File: config.mk
export PLATFORM = sky130hd
export DESIGN_NAME = esc_array
export DESIGN_NICKNAME = d
export VERILOG_FILES = /design/src/rtl/esc_array.sv
export SDC_FILE = /design/constraint.sdc
export NUM_CORES = 1
export LEC_CHECK = 0
export BUFFER_PORTS_ARGS = -buffer_cell sky130_fd_sc_hd__buf_2
export CAP_MARGIN = 20
export CORE_MARGIN = 2
export CORE_UTILIZATION = 40
export DETAILED_ROUTE_END_ITERATION = 10
export MAX_ROUTING_LAYER = met4
export PLACE_DENSITY_LB_ADDON = 0.15
export SETUP_SLACK_MARGIN = 0.3
export SYNTH_ARGS = -nofsm -noshare
export SYNTH_HDL_FRONTEND = slang
export SYNTH_SLANG_ARGS = --single-unit
export TNS_END_PERCENT = 100
File: constraint.sdc
create_clock -name clk -period 4.1 [get_ports clk]
set_clock_uncertainty 0.2 [all_clocks]
set_input_delay 0.615 -clock clk [delete_from_list [all_inputs] [get_ports clk]]
set_output_delay 0.615 -clock clk [all_outputs]
set_load 0.02 [all_outputs]
File: src/rtl/esc_array.sv
// esc_array: N-channel ESC pulse generator with arming sequencer, per-frame speed update and saturation; define ESC_SLEW_EN to enable per-frame slew limiting
module esc_array #(
    parameter int NUM_CH      = 4,
    parameter int SPD_W       = 11,
    parameter int PERIOD_BITS = 20,
    parameter int MIN_PULSE   = 50000,
    parameter int MAX_PULSE   = 110000,
    parameter int OFFSET      = 'h220,
    parameter int SCALE_SH    = 4,
    parameter int ARM_FRAMES  = 64,
    parameter int SLEW_STEP   = 32
) (
    input  logic                    clk,
    input  logic                    rst,
    input  logic [NUM_CH*SPD_W-1:0] spd,
    input  logic                    motors_off,
    input  logic                    arm_req,
    output logic                    armed,
    output logic                    frame_strt,
    output logic [NUM_CH-1:0]       pwm
);
    localparam logic [1:0] S_DIS    = 2'd0;
    localparam logic [1:0] S_ARMING = 2'd1;
    localparam logic [1:0] S_ARMED  = 2'd2;
    localparam int AW = $clog2(ARM_FRAMES + 1);
    localparam int SUM_SH_W = SPD_W + 1 + SCALE_SH;
    // raw width is kept wide enough that a large speed cannot wrap below the clamp
    localparam int RW = ((SUM_SH_W > PERIOD_BITS) ? SUM_SH_W : PERIOD_BITS) + 1;

    if (MAX_PULSE >= (1 << PERIOD_BITS)) begin : g_bad_max
        $error("esc_array: MAX_PULSE must be below 2**PERIOD_BITS");
    end

    logic [PERIOD_BITS-1:0] r_cnt;
    logic [1:0]             r_state;
    logic [1:0]             w_state_nxt;
    logic [AW-1:0]          r_arm_cnt;
    logic                   r_armed;
    logic                   r_frame_strt;
    logic [NUM_CH-1:0]      r_pwm;
    logic [SPD_W-1:0]       r_applied   [NUM_CH];
    logic [SPD_W-1:0]       w_applied_nxt [NUM_CH];
    logic [PERIOD_BITS-1:0] r_width     [NUM_CH];
    logic [PERIOD_BITS-1:0] w_width_nxt [NUM_CH];
    logic                   w_bnd;
    logic                   w_arm_done;

    assign w_bnd      = &r_cnt;
    assign w_arm_done = (r_arm_cnt == AW'(ARM_FRAMES - 1));
    assign armed      = r_armed;
    assign frame_strt = r_frame_strt;
    assign pwm        = r_pwm;

    // next arming state, only consumed at the frame boundary
    always_comb begin
        w_state_nxt = !arm_req ? S_DIS :
                      (r_state == S_DIS) ? S_ARMING :
                      (r_state == S_ARMING && w_arm_done) ? S_ARMED : r_state;
    end

    for (genvar g = 0; g < NUM_CH; g++) begin : g_ch
        logic [SPD_W-1:0] w_tgt;
        logic [SPD_W-1:0] w_step;
        logic [SPD_W:0]   w_sum;
        logic [RW-1:0]    w_raw;
        assign w_tgt = spd[g*SPD_W +: SPD_W];
`ifdef ESC_SLEW_EN
        logic [SPD_W:0] w_up;
        logic [SPD_W:0] w_dn_lim;
        assign w_up     = {1'b0, r_applied[g]} + (SPD_W+1)'(SLEW_STEP);
        assign w_dn_lim = {1'b0, w_tgt} + (SPD_W+1)'(SLEW_STEP);
        assign w_step   = ({1'b0, w_tgt} > w_up) ? w_up[SPD_W-1:0] :
                          (w_dn_lim < {1'b0, r_applied[g]}) ? r_applied[g] - SPD_W'(SLEW_STEP) : w_tgt;
`else
        assign w_step = w_tgt;
`endif
        assign w_applied_nxt[g] = (w_state_nxt == S_ARMED) ? w_step : '0;
        assign w_sum = (w_state_nxt == S_ARMED && !motors_off) ?
                       {1'b0, w_applied_nxt[g]} + (SPD_W+1)'(OFFSET) : '0;
        assign w_raw = RW'(MIN_PULSE) + (RW'(w_sum) << SCALE_SH);
        assign w_width_nxt[g] = (w_raw > RW'(MAX_PULSE)) ? PERIOD_BITS'(MAX_PULSE) : w_raw[PERIOD_BITS-1:0];
    end

    // frame counter, sequencer and registered status outputs
    always_ff @(posedge clk or posedge rst) begin
        if (rst) begin
            r_cnt        <= '0;
            r_state      <= S_DIS;
            r_arm_cnt    <= '0;
            r_armed      <= 1'b0;
            r_frame_strt <= 1'b0;
        end else begin
            r_cnt        <= r_cnt + 1'b1;
            r_armed      <= (r_state == S_ARMED);
            r_frame_strt <= (r_cnt == '0);
            if (w_bnd) begin
                r_state   <= w_state_nxt;
                r_arm_cnt <= (r_state == S_ARMING && w_state_nxt == S_ARMING) ? r_arm_cnt + 1'b1 : '0;
            end
        end
    end

    // per-channel applied speed, latched width and pulse output
    always_ff @(posedge clk or posedge rst) begin
        if (rst) begin
            r_pwm <= '0;
            for (int i = 0; i < NUM_CH; i++) begin
                r_applied[i] <= '0;
                r_width[i]   <= PERIOD_BITS'(MIN_PULSE);
            end
        end else begin
            for (int i = 0; i < NUM_CH; i++) begin
                r_pwm[i] <= (r_state != S_DIS) && (r_cnt < r_width[i]);
                if (w_bnd) begin
                    r_applied[i] <= w_applied_nxt[i];
                    r_width[i]   <= w_width_nxt[i];
                end
            end
        end
    end
endmodule

==> impl_results.md, run 1 <==
* Drt wl/cell at ~17 um
* Required time reported for the critical path endpoint at around 4.2 ns
* Total standard cell area after synthesis at about 0.0063 mm^2
* Unrepaired setup endpoints after global routing: no
* H-tree levels at 3
* RR Startpoint: r_arm_cnt[0]
* Area share of the leading cell type in the synthesized netlist at 0.249
* Die ar. at roughly 0.017 mm^2
* Launch point of the critical path: r_arm_cnt[0]
* Arrival time worst endpoint at 3.40 ns
* Layout Cells excl Fill at ~960
* Critical-path maximum fanout at 27
* Number of buffers added to fix hold violations after cts at 0
* Layout Area Growth over Synthesis at 13.1%
* Ranking of synthesized cells by area: sky130_fd_sc_hd__dfrtp_1 25%, sky130_fd_sc_hd__ha_1 12%, sky130_fd_sc_hd__dfstp_2 10%
* Count of buffers added by post-CTS timing repair for setup at 0
* Area after DPL at 0.00678 mm^2
* R2R setup slack at between 0.7 and 0.8 ns
* Reg-to-reg endpoint: r_width[56]
* Count of instances resized after the clock tree is built at 0
* Violation count after the first detailed-route iteration at 220
* Synth unique cells at 65
* Yosys warnings at 0
* Number of max-capacitance violations reported at 0
* Number of enable flip-flop cells after synthesis at 0
* Combinational family with the most area after synthesis: compound AO/OA/AOI/OAI gates
* FF+latch area at about 0.0022 mm^2
* Fraction of the mapped netlist area in compound gates at 0.187
* X dimension of the die at roughly 130 um
* Worst reg2reg path depth at 11
* Adder-cell share of the synthesized area at 0.117
* Ratio of routed vias to standard cells at approximately 5.4
* Cell class contributing the biggest share of worst-path delay: compound AO/OA/AOI/OAI gates
* Cts bufs inserted at 9
* Remaining global-route overflow at 0
* Parity-gate share of the synthesized area counting xor and xnor cells at 0.0914
* Result of the run: finished, final reports clean
* Clock transition at the registers of the reported paths at 0.07 ns
* First-pass GRT wire length at 26.8 mm
* Yosys top cell by area: sky130_fd_sc_hd__dfrtp_1
* Die span in y at ~130 um
* Slew at the pin closest to its max-slew limit at about 0.96 ns
* Count of mapped cells out of synthesis at about 700
* Final #Nets at about 850
* Standard cell core area at about 0.015 mm^2
* First-pass iteration count of the detailed router at 5
* Mean post-synth cell area at ~9.1 um^2
* Design area at about 0.007 mm^2
* Starting density of the core at 0.413
* Clock latency at the later pin of the worst-skew pair at between 0.3 and 0.4 ns
* Final Wtd Congestion at about 0.84
* Filler cell count in the final layout at 1523
* Vias in the first global route at about 5000
* Total via count after detailed routing at roughly 5200
* Post-synthesis mux area share at 0.00969
* Worst Path Class, Setup: flip-flop to flip-flop
* Most frequent cell after synthesis: sky130_fd_sc_hd__inv_1
* Classification of the worst-slack hold path: input port to async pin
* Post-Synthesis Net Count at between 800 and 900
* Multi-input logic area at about 0.0037 mm^2
* Setup crit start kind: flip-flop
* Port Buffers at 53
* Worst max-slew margin expressed relative to the limit at 0.350
* Async set-reset flop share out of synthesis at 1.00
* Crit path buffers/inverters at 1
* Drt drc at 0
* Worst vdd rail ir drop at 0.196 mV
* Most frequently used flop master after synthesis: sky130_fd_sc_hd__dfrtp_1
* Number of rows in the core area at 45
* Time the final worst path needs with I/O delays and setup at 3.36 ns
* Fraction of final layout cells sized beyond drive strength 1 at 0.164
* Simple logic cell fraction of the synthesized area at 0.186
* Power density over the cells at between 200 and 300 mW/mm^2
* Clock Path Buffers at 2
* Cell breakdown of the critical path: ha_1 > nand3_2 > o41ai_4 > buf_4 > and3_1 > ha_1 > o21ai_0 > a21boi_1 > o211ai_1 > and3_1 > o31ai_1
* Final HPWL DP at about 12 mm
* Commonest cells in the synthesized netlist: 68 x sky130_fd_sc_hd__inv_1, 63 x sky130_fd_sc_hd__dfrtp_1, 61 x sky130_fd_sc_hd__nand2_1, 59 x sky130_fd_sc_hd__ha_1, 51 x sky130_fd_sc_hd__xnor2_1
* Total setup violations reported at the end of the flow at 0
* Critical-path top delay cell: sky130_fd_sc_hd__dfrtp_1
* Root cell of the clock tree: sky130_fd_sc_hd__clkbuf_16
* Sequential cell area fraction in the yosys report at 0.349
* Part of the cycle the worst path needs at 0.819
* All-Layer GR Usage at 0.214
* Number of sinks on the clock net at a little under 90
* Max incr delay on CP at 0.40 ns
* Initial antenna violation count at 0
* I/O pin cnt at 54
* Dpl cells at between 900 and 1000
* Final antenna-violating net count at 0
* Category of the worst setup path capture point: flip-flop
* Number of hold violations in the final report at 0
* Top achievable clock speed at approximately 300 MHz
* Total Neg Setup Slack at 0 ns
* Final slew viol count at 0
* Leakage power at approximately 3.7 nW
* Pin count of the biggest net entering global routing at 53
* Post-synthesis register bit count at 87
* Detailed-route wire length at between 15 and 20 mm
* CTS tree: built
* Final antenna diode count at 0
## cells in the final DEF (no fill, tap or decap), types with 3 or more instances in the layout
master	synthesis	routed
sky130_fd_sc_hd__a21oi_1	18	18
sky130_fd_sc_hd__bufinv_16	0	4
sky130_fd_sc_hd__nand2b_1	16	16
sky130_fd_sc_hd__o221ai_1	4	4
sky130_fd_sc_hd__a21boi_0	5	5
sky130_fd_sc_hd__and3_1	19	19
sky130_fd_sc_hd__o211ai_1	10	10
sky130_fd_sc_hd__nand2_1	61	60
sky130_fd_sc_hd__o22ai_2	8	8
sky130_fd_sc_hd__a21bo_2	3	3
sky130_fd_sc_hd__xor2_1	15	15
sky130_fd_sc_hd__xnor2_1	51	51
sky130_fd_sc_hd__nand4_1	10	10
sky130_fd_sc_hd__a2111oi_0	4	4
sky130_fd_sc_hd__o21ai_1	9	9
sky130_fd_sc_hd__nand3b_1	4	4
sky130_fd_sc_hd__buf_2	11	53
sky130_fd_sc_hd__dfstp_2	24	24
sky130_fd_sc_hd__o21ai_0	29	29
sky130_fd_sc_hd__clkbuf_16	0	9
sky130_fd_sc_hd__a211oi_1	6	6
sky130_fd_sc_hd__o211a_1	5	5
sky130_fd_sc_hd__o31ai_1	12	12
sky130_fd_sc_hd__mux2i_1	5	5
sky130_fd_sc_hd__a22oi_1	8	8
sky130_fd_sc_hd__buf_4	3	7
sky130_fd_sc_hd__and2_1	4	4
sky130_fd_sc_hd__inv_1	68	67
sky130_fd_sc_hd__nand3_1	28	28
sky130_fd_sc_hd__nor3_1	10	10
sky130_fd_sc_hd__nor2_1	34	34
sky130_fd_sc_hd__dfrtp_1	63	63
sky130_fd_sc_hd__nor4_1	3	3
sky130_fd_sc_hd__nor2b_1	13	13
sky130_fd_sc_hd__ha_1	59	59
sky130_fd_sc_hd__and4_1	5	5
sky130_fd_sc_hd__a21o_1	12	12
sky130_fd_sc_hd__o21a_1	5	5
sky130_fd_sc_hd__a31oi_1	6	6
## worst register-to-register path: cells and delay by family (launching register included)
family / cells / cell delay [ns]
AO/OA/AOI/OAI: 5 / 1.26
adder cells (fa/ha/maj): 2 / 0.42
AND/OR/NAND/NOR: 3 / 0.62
flip-flops: 1 / 0.40
buffers and inverters: 1 / 0.36
## per-stage QoR
step | power (mW) | utilization | worst slack, ns | hold WS, ns
2_1_floorplan | 1.01 | - | 0.961 | 0.242
3_3_place_gp | 1.08 | 0.443 | 0.908 | 0.253
3_5_place_dp | 1.09 | 0.443 | 0.782 | 0.255
4_1_cts | 2.11 | 0.467 | 0.744 | 0.264
5_1_grt | 2.16 | 0.467 | 0.494 | 0.281
6_report | 2.09 | 0.467 | 0.742 | 0.223
## how the worst max path moves through the flow
stage,end,cells past startpoint
3_5_place_dp,r_width[16],11
6_report,r_width[56],11
3_3_place_gp,r_width[16],11
5_1_grt,r_width[16],11
2_1_floorplan,r_width[34],12
4_1_cts,r_width[16],11
## kinds of logic after synthesis
group                    after synthesis
AO/OA/AOI/OAI                        162
buffers and inverters                 96
multiplexers                           6
flip-flops                            87
adder cells (fa/ha/maj)               59
XOR/XNOR                              66
AND/OR/NAND/NOR                      222
## flip-flops by register name, summed over array words and instances, names as in the netlist
name / flops
r_state: 2
pwm: 4
r_cnt: 20
r_arm_cnt: 7
armed: 1
r_width: 52
frame_strt: 1
## metal layers
layer  track usage  vias up  part of all wire
met2         0.350      127              0.48
met4        0.0759        0             0.022
met1         0.274     2462              0.46
li1              -     2554                 -
met3        0.0267       27             0.044
met5             -        -                 0
## power breakdown
part | switching (mW) | internal (mW)
Sequential | 0.00116 | 0.862
Combinational | 0.125 | 0.0808
Clock | 0.364 | 0.659
Total | 0.490 | 1.60
## layout make-up
cell class,count,share of cell area
multi-input combinational,515,0.522
sequential,87,0.309
timing repair buffer,60,0.0444
tap,211,0.0369
inverter,68,0.0359
clock buffer,9,0.0315
clock inverter,7,0.0203
Power figures use the tool's default switching activity.
==> inputs of run 2 (changes only) <==
==> constraint.sdc (replaced) <==
create_clock -name clk -period 3.2 [get_ports clk]
set_clock_uncertainty 0.2 [all_clocks]
set_input_delay 0.48 -clock clk [delete_from_list [all_inputs] [get_ports clk]]
set_output_delay 0.48 -clock clk [all_outputs]
set_load 0.02 [all_outputs]
==> run 2 against run 1 <==
  * Setup slack got worse by 0.35 ns
  * Sequential cell count did not move
  * Maximum frequency rose by 20%
  * Design area rose by 4.2%
  * Routed wire length rose by 1.4%
  * Hold slack got worse by 0.22 ns
  * Combinational power rose by 47%
  * Cell count rose by 2.2%
  * Via count rose by 3.1%
  * Die area did not move
==> impl_results.md, run 2 (synthesis gave the netlist of run 1 again) <==
* Clock transition at the registers of the reported paths at 0.07 ns
* Part of the cycle the worst path needs at 0.877
* Fraction of final layout cells sized beyond drive strength 1 at 0.220
* Cts bufs inserted at 9
* Drt wl/cell at between 15 and 20 um
* Final Wtd Congestion at 0.857
* Crit path buffers/inverters at 3
* Area after DPL at slightly below 0.007 mm^2
* Setup crit start kind: flip-flop
* Category of the worst setup path capture point: flip-flop
* Final HPWL DP at between 10 and 15 mm
* Standard cell core area at between 0.015 and 0.02 mm^2
* Cell class contributing the biggest share of worst-path delay: compound AO/OA/AOI/OAI gates
* Clock Path Buffers at 2
* Total setup violations reported at the end of the flow at 0
* Remaining global-route overflow at 0
* Final #Nets at 870
* Reg with most FFs: r_width
* Pin count of the biggest net entering global routing at 39
* Number of hold violations in the final report at 0
* Pre-CTS worst setup slack at 0.121 ns
* Dpl cells at 947
* Final antenna-violating net count at 0
* Slew at the pin closest to its max-slew limit at between 1 and 1.5 ns
* Critical-path maximum fanout at 14
* Final antenna diode count at 0
* Largest register FFs at 52
* Root cell of the clock tree: sky130_fd_sc_hd__clkbuf_16
* Worst vdd rail ir drop at 0.286 mV
* Number of max-capacitance violations reported at 0
* Hold slack at between 0.007 and 0.008 ns
* Top achievable clock speed at between 300 and 400 MHz
* Result of the run: finished, final reports clean
* Drt drc at 0
* Worst Path Class, Setup: flip-flop to flip-flop
* Violation count after the first detailed-route iteration at 300
* Cell breakdown of the critical path: nand2b_4 > o41ai_4 > buf_6 > buf_12 > and3_4 > ha_2 > o21ai_2 > a21boi_2 > o211ai_1 > buf_4 > xnor2_1 > a31oi_1
* Number of buffers added to fix hold violations after cts at 0
* Critical-path top delay cell: sky130_fd_sc_hd__dfrtp_2
* Depth of the critical timing path with buffers and inverters included at 12
* Unrepaired setup endpoints after global routing: yes
* Vias in the first global route at approximately 5400
* CTS tree: built
* H-tree levels at 3
* Post-route setup slack at about 0.4 ns
* Die span in y at roughly 130 um
* Max incr delay on CP at between 0.4 and 0.5 ns
* Leakage power at about 3.8 nW
* Total via count after detailed routing at ~5300
* X dimension of the die at 130 um
* Worst reg2reg path depth at 12
* Port Buffers at 53
* Detailed-route wire length at between 15 and 20 mm
* All-Layer GR Usage at 0.214
* Post-Route Utilization at 0.486
* Clock latency at the later pin of the worst-skew pair at around 0.35 ns
* First-pass GRT wire length at 27.2 mm
* Layout Area Growth over Synthesis at 17.8%
* Design area at 0.00745 mm^2
* Starting density of the core at 0.413
* Final slew viol count at 0
* Time the final worst path needs with I/O delays and setup at between 2 and 3 ns
* Classification of the worst-slack hold path: input port to async pin
* Ratio of routed vias to standard cells at between 5 and 6
* Top flop regs: r_width x52, r_cnt x20, r_arm_cnt x7
* First-pass iteration count of the detailed router at 5
* Layout Cells excl Fill at 978
* Leading cell type in the layout, fill and taps excluded: sky130_fd_sc_hd__inv_1
* Most frequent cells in the layout: 67 x sky130_fd_sc_hd__inv_1, 61 x sky130_fd_sc_hd__dfrtp_1, 60 x sky130_fd_sc_hd__nand2_1
* I/O pin cnt at 54
* Power density over the cells at between 300 and 400 mW/mm^2
* Power Total at between 2 and 2.5 mW
* Number of sinks on the clock net at 87
* Number of rows in the core area at 45
* Total Neg Setup Slack at 0 ns
* Worst max-slew margin expressed relative to the limit at 0.290
* Required time reported for the critical path endpoint at approximately 3.3 ns
* Die ar. at between 0.015 and 0.02 mm^2
* Arrival time worst endpoint at 2.88 ns
* Initial antenna violation count at 0
[run 2: cell count changes in the layout (fill, tap and decap cells not counted), moves of 3 or more]
cell / previous run / this run
sky130_fd_sc_hd__buf_4: 7 / 24
sky130_fd_sc_hd__ha_1: 59 / 50
sky130_fd_sc_hd__ha_2: 0 / 6
sky130_fd_sc_hd__o21ai_0: 29 / 25
sky130_fd_sc_hd__and3_1: 19 / 16
sky130_fd_sc_hd__and3_4: 0 / 3
sky130_fd_sc_hd__buf_12: 0 / 3
sky130_fd_sc_hd__bufinv_16: 4 / 1
sky130_fd_sc_hd__ha_4: 0 / 3
sky130_fd_sc_hd__o21ai_2: 0 / 3
[run 2: area by class of cell]
class | instances | area [um^2]
Fill cell | 1479 | 7870
Multi-Input combinational cell | 515 | 3880
Sequential cell | 87 | 2210
Timing Repair Buffer | 82 | 544
Tap cell | 211 | 264
Inverter | 68 | 256
Clock buffer | 11 | 243
Clock inverter | 4 | 47.5
[run 2: timing repair]
action                                  CTS  global route
pin swaps                                 8            16
endpoints found under the setup margin   13            20
gates resized for setup                  17            21
cloned                                    1             0
setup buffers                             6             9
[run 2: worst paths after layout]
check,slack [ns],start,end
worst max-delay path,0.39,r_state[1],r_width[54]
worst min-delay path,0.007,rst,r_arm_cnt[3]
worst max register to register,0.39,r_state[1],r_width[54]
worst min register to register,0.26,r_width[46],r_width[46]
max in group asynchronous,2.03,rst,r_width[9]
min in group clk,0.25,spd[22],r_width[24]
[run 2: where the power goes]
part | internal [mW] | leakage [nW] | switching [mW]
logic | 0.128 | 2.69 | 0.172
clock network | 0.620 | 0.141 | 0.431
registers | 1.11 | 0.945 | 0.00173
[run 2: worst register-to-register path: stages (launching register included)]
cell	delay [ns]
sky130_fd_sc_hd__dfrtp_2	0.44
sky130_fd_sc_hd__nand2b_4	0.16
sky130_fd_sc_hd__o41ai_4	0.33
sky130_fd_sc_hd__buf_6	0.16
sky130_fd_sc_hd__buf_12	0.15
sky130_fd_sc_hd__and3_4	0.20
sky130_fd_sc_hd__ha_2	0.19
sky130_fd_sc_hd__o21ai_2	0.09
sky130_fd_sc_hd__a21boi_2	0.23
sky130_fd_sc_hd__o211ai_1	0.15
sky130_fd_sc_hd__buf_4	0.16
sky130_fd_sc_hd__xnor2_1	0.11
sky130_fd_sc_hd__a31oi_1	0.16
[run 2: per-layer routing]
metal,share of wire,up-vias,GRT usage
li1,-,2591,-
met4,0.026,0,0.0816
met5,0,-,-
met1,0.46,2600,0.274
met2,0.47,109,0.347
met3,0.039,31,0.0287
==> inputs of run 3 (changes only) <==
--- a/config.mk
+++ b/config.mk
@@ -5,11 +5,11 @@
 export SDC_FILE = /design/constraint.sdc
 export NUM_CORES = 1
 export LEC_CHECK = 0
-export BUFFER_PORTS_ARGS = -buffer_cell sky130_fd_sc_hd__buf_2
 export CAP_MARGIN = 20
 export CORE_MARGIN = 2
 export CORE_UTILIZATION = 40
 export DETAILED_ROUTE_END_ITERATION = 10
+export DONT_BUFFER_PORTS = 1
 export MAX_ROUTING_LAYER = met4
 export PLACE_DENSITY_LB_ADDON = 0.15
 export SETUP_SLACK_MARGIN = 0.3
==> run 3 against run 2 <==
  * Critical path depth did not move
  * Clock-buffer cell count grew 2
  * Routed wire length grew 1.9%
==> impl_results.md, run 3 (synthesis gave the netlist of run 1 again) <==
* Proportion of power drawn by combinational gates at 0.100
* Reg with most FFs: r_width
* Cts bufs inserted at 9
* All-Layer GR Usage at 0.211
* Most frequent cells in the layout: 67 x sky130_fd_sc_hd__inv_1, 62 x sky130_fd_sc_hd__dfrtp_1, 60 x sky130_fd_sc_hd__nand2_1
* Clock transition at the registers of the reported paths at approximately 0.060 ns
* Final HPWL DP at about 12 mm
* Clk pwr share at 0.448
* Post-Route Utilization at 0.477
* Largest register FFs at between 50 and 60
* Crit path top cell by count: sky130_fd_sc_hd__o211a_1
* RR Startpoint: r_state[1]
* Root cell of the clock tree: sky130_fd_sc_hd__clkbuf_16
* Critical-path top delay cell: sky130_fd_sc_hd__dfrtp_1
* Leakage power at 3.62 nW
* Remaining global-route overflow at 0
* Setup crit start kind: flip-flop
* Filler cell count in the final layout at roughly 1500
* First-pass GRT wire length at between 20 and 30 mm
* Design area at between 0.007 and 0.008 mm^2
* Top achievable clock speed at roughly 350 MHz
* Arrival time worst endpoint at just under 3 ns
* Dpl cells at between 800 and 900
* Starting density of the core at 0.413
* Category of the worst setup path capture point: flip-flop
* Port Buffers at 0
* Detailed-route wire length at between 15 and 20 mm
* Unrepaired setup endpoints after global routing: yes
* Required time reported for the critical path endpoint at 3.28 ns
* Top flop regs: r_width x52, r_cnt x20, r_arm_cnt x7
* Number of rows in the core area at 45
* Leading cell type in the layout, fill and taps excluded: sky130_fd_sc_hd__inv_1
* Number of hold violations in the final report at 0
* Max incr delay on CP at ~0.43 ns
* Power Internal at about 1.9 mW
* Part of the cycle the worst path needs at 0.887
* Final antenna diode count at 0
* Cell breakdown of the critical path: nand2b_4 > o41ai_4 > buf_6 > buf_12 > buf_16 > and3_1 > ha_2 > o21a_1 > o211a_1 > o211a_1 > xor2_1 > mux2_2
* Sw power at 570 uW
* Final antenna-violating net count at 0
* Worst max-slew margin expressed relative to the limit at 0.419
* Fraction of final layout cells sized beyond drive strength 1 at 0.165
* Crit path buffers/inverters at 3
* Number of sinks on the clock net at 87
* Area after DPL at between 0.006 and 0.007 mm^2
* Pre-CTS worst setup slack at 0.147 ns
* Standard cell core area at ~0.015 mm^2
* First-pass iteration count of the detailed router at 5
* H-tree levels at 3
* I/O pin cnt at between 50 and 60
* Worst vdd rail ir drop at approximately 0.23 mV
* Final slew viol count at 0
* Final Wtd Congestion at 0.832
* Vias in the first global route at around 5000
* Violation count after the first detailed-route iteration at between 300 and 400
* X dimension of the die at around 130 um
* Post-route setup slack at 0.361 ns
* Die span in y at about 130 um
* Critical-path maximum fanout at 6
* Total via count after detailed routing at a little over 5000
* Power density over the cells at ~340 mW/mm^2
* Worst Path Class, Setup: flip-flop to flip-flop
* Slew at the pin closest to its max-slew limit at ~0.86 ns
* CTS tree: built
* Drt drc at 0
* Final #Nets at between 800 and 900
* Cell class contributing the biggest share of worst-path delay: compound AO/OA/AOI/OAI gates
* Result of the run: finished, final reports clean
* Switching share of total power at 0.232
* Clock latency at the later pin of the worst-skew pair at between 0.3 and 0.4 ns
* Launch point of the critical path: r_state[1]
* Ratio of routed vias to standard cells at 5.51
* Start point of the worst hold path: arm_req
* Die ar. at 0.0168 mm^2
* Fraction of power consumed by sequential logic at 0.452
* Total setup violations reported at the end of the flow at 0
* Clock Path Buffers at 2
* Drt wl/cell at approximately 18 um
* Initial antenna violation count at 0
* Time the final worst path needs with I/O delays and setup at between 2 and 3 ns
* Number of max-capacitance violations reported at 0
* Total Neg Setup Slack at 0 ns
* Classification of the worst-slack hold path: input port to flip-flop
* Pin count of the biggest net entering global routing at between 40 and 50
* Layout Area Growth over Synthesis at 15.6%
* Layout Cells excl Fill at around 930
==> run 3: power by group through the flow <==
stage | Sequential (mW) | Clock, mW | Combinational, mW
global route | 1.11 | 1.18 | 0.270
CTS | 1.11 | 1.13 | 0.219
global placement | 1.13 | 0 | 0.197
finish | 1.11 | 1.10 | 0.246
detailed placement | 1.13 | 0 | 0.200
floorplan | 1.13 | 0 | 0.165
==> run 3: layout make-up <==
class | count | area, um^2 | area share
clock buffer | 13 | 270 | 0.0370
clock inverter | 3 | 40.0 | 0.00548
inverter | 68 | 256 | 0.0351
multi-input combinational | 515 | 3920 | 0.536
sequential | 87 | 2210 | 0.302
tap | 211 | 264 | 0.0361
timing repair buffer | 36 | 357 | 0.0488
==> run 3: repair_timing <==
item | in CTS | in global routing
cloned | 1 | 2
hold buffers | 1 | 0
resized for setup | 16 | 24
setup endpoints to repair | 13 | 20
endpoints found under the hold margin | 33 | 0
pin swaps | 9 | 16
buffers inserted | 7 | 11
==> run 3: path summary, 6_finish.rpt <==
check,endpoint,slack [ns],cells after the start
max,r_width[34],0.36,12
min,r_state[0],0.07,2
max reg2reg,r_width[34],0.36,12
min reg2reg,r_width[24],0.27,2
max in group asynchronous,r_width[64],1.43,3
min in group asynchronous,r_arm_cnt[3],0.53,2
==> run 3: layer usage <==
metal	vias up	routed length, um	part of all wire	track usage
met3	26	592	0.035	0.0258
met4	0	416	0.025	0.0816
met1	2507	7870	0.47	0.278
li1	2503	-	-	-
met5	-	0	0	-
met2	107	8020	0.47	0.334
==> run 3: through the flow <==
stage,power [mW],hold WS [ns]
floorplan,1.29,0.242
global placement,1.33,0.255
detailed placement,1.33,0.260
CTS,2.46,0.0581
global route,2.56,0.0714
finish,2.46,0.0690
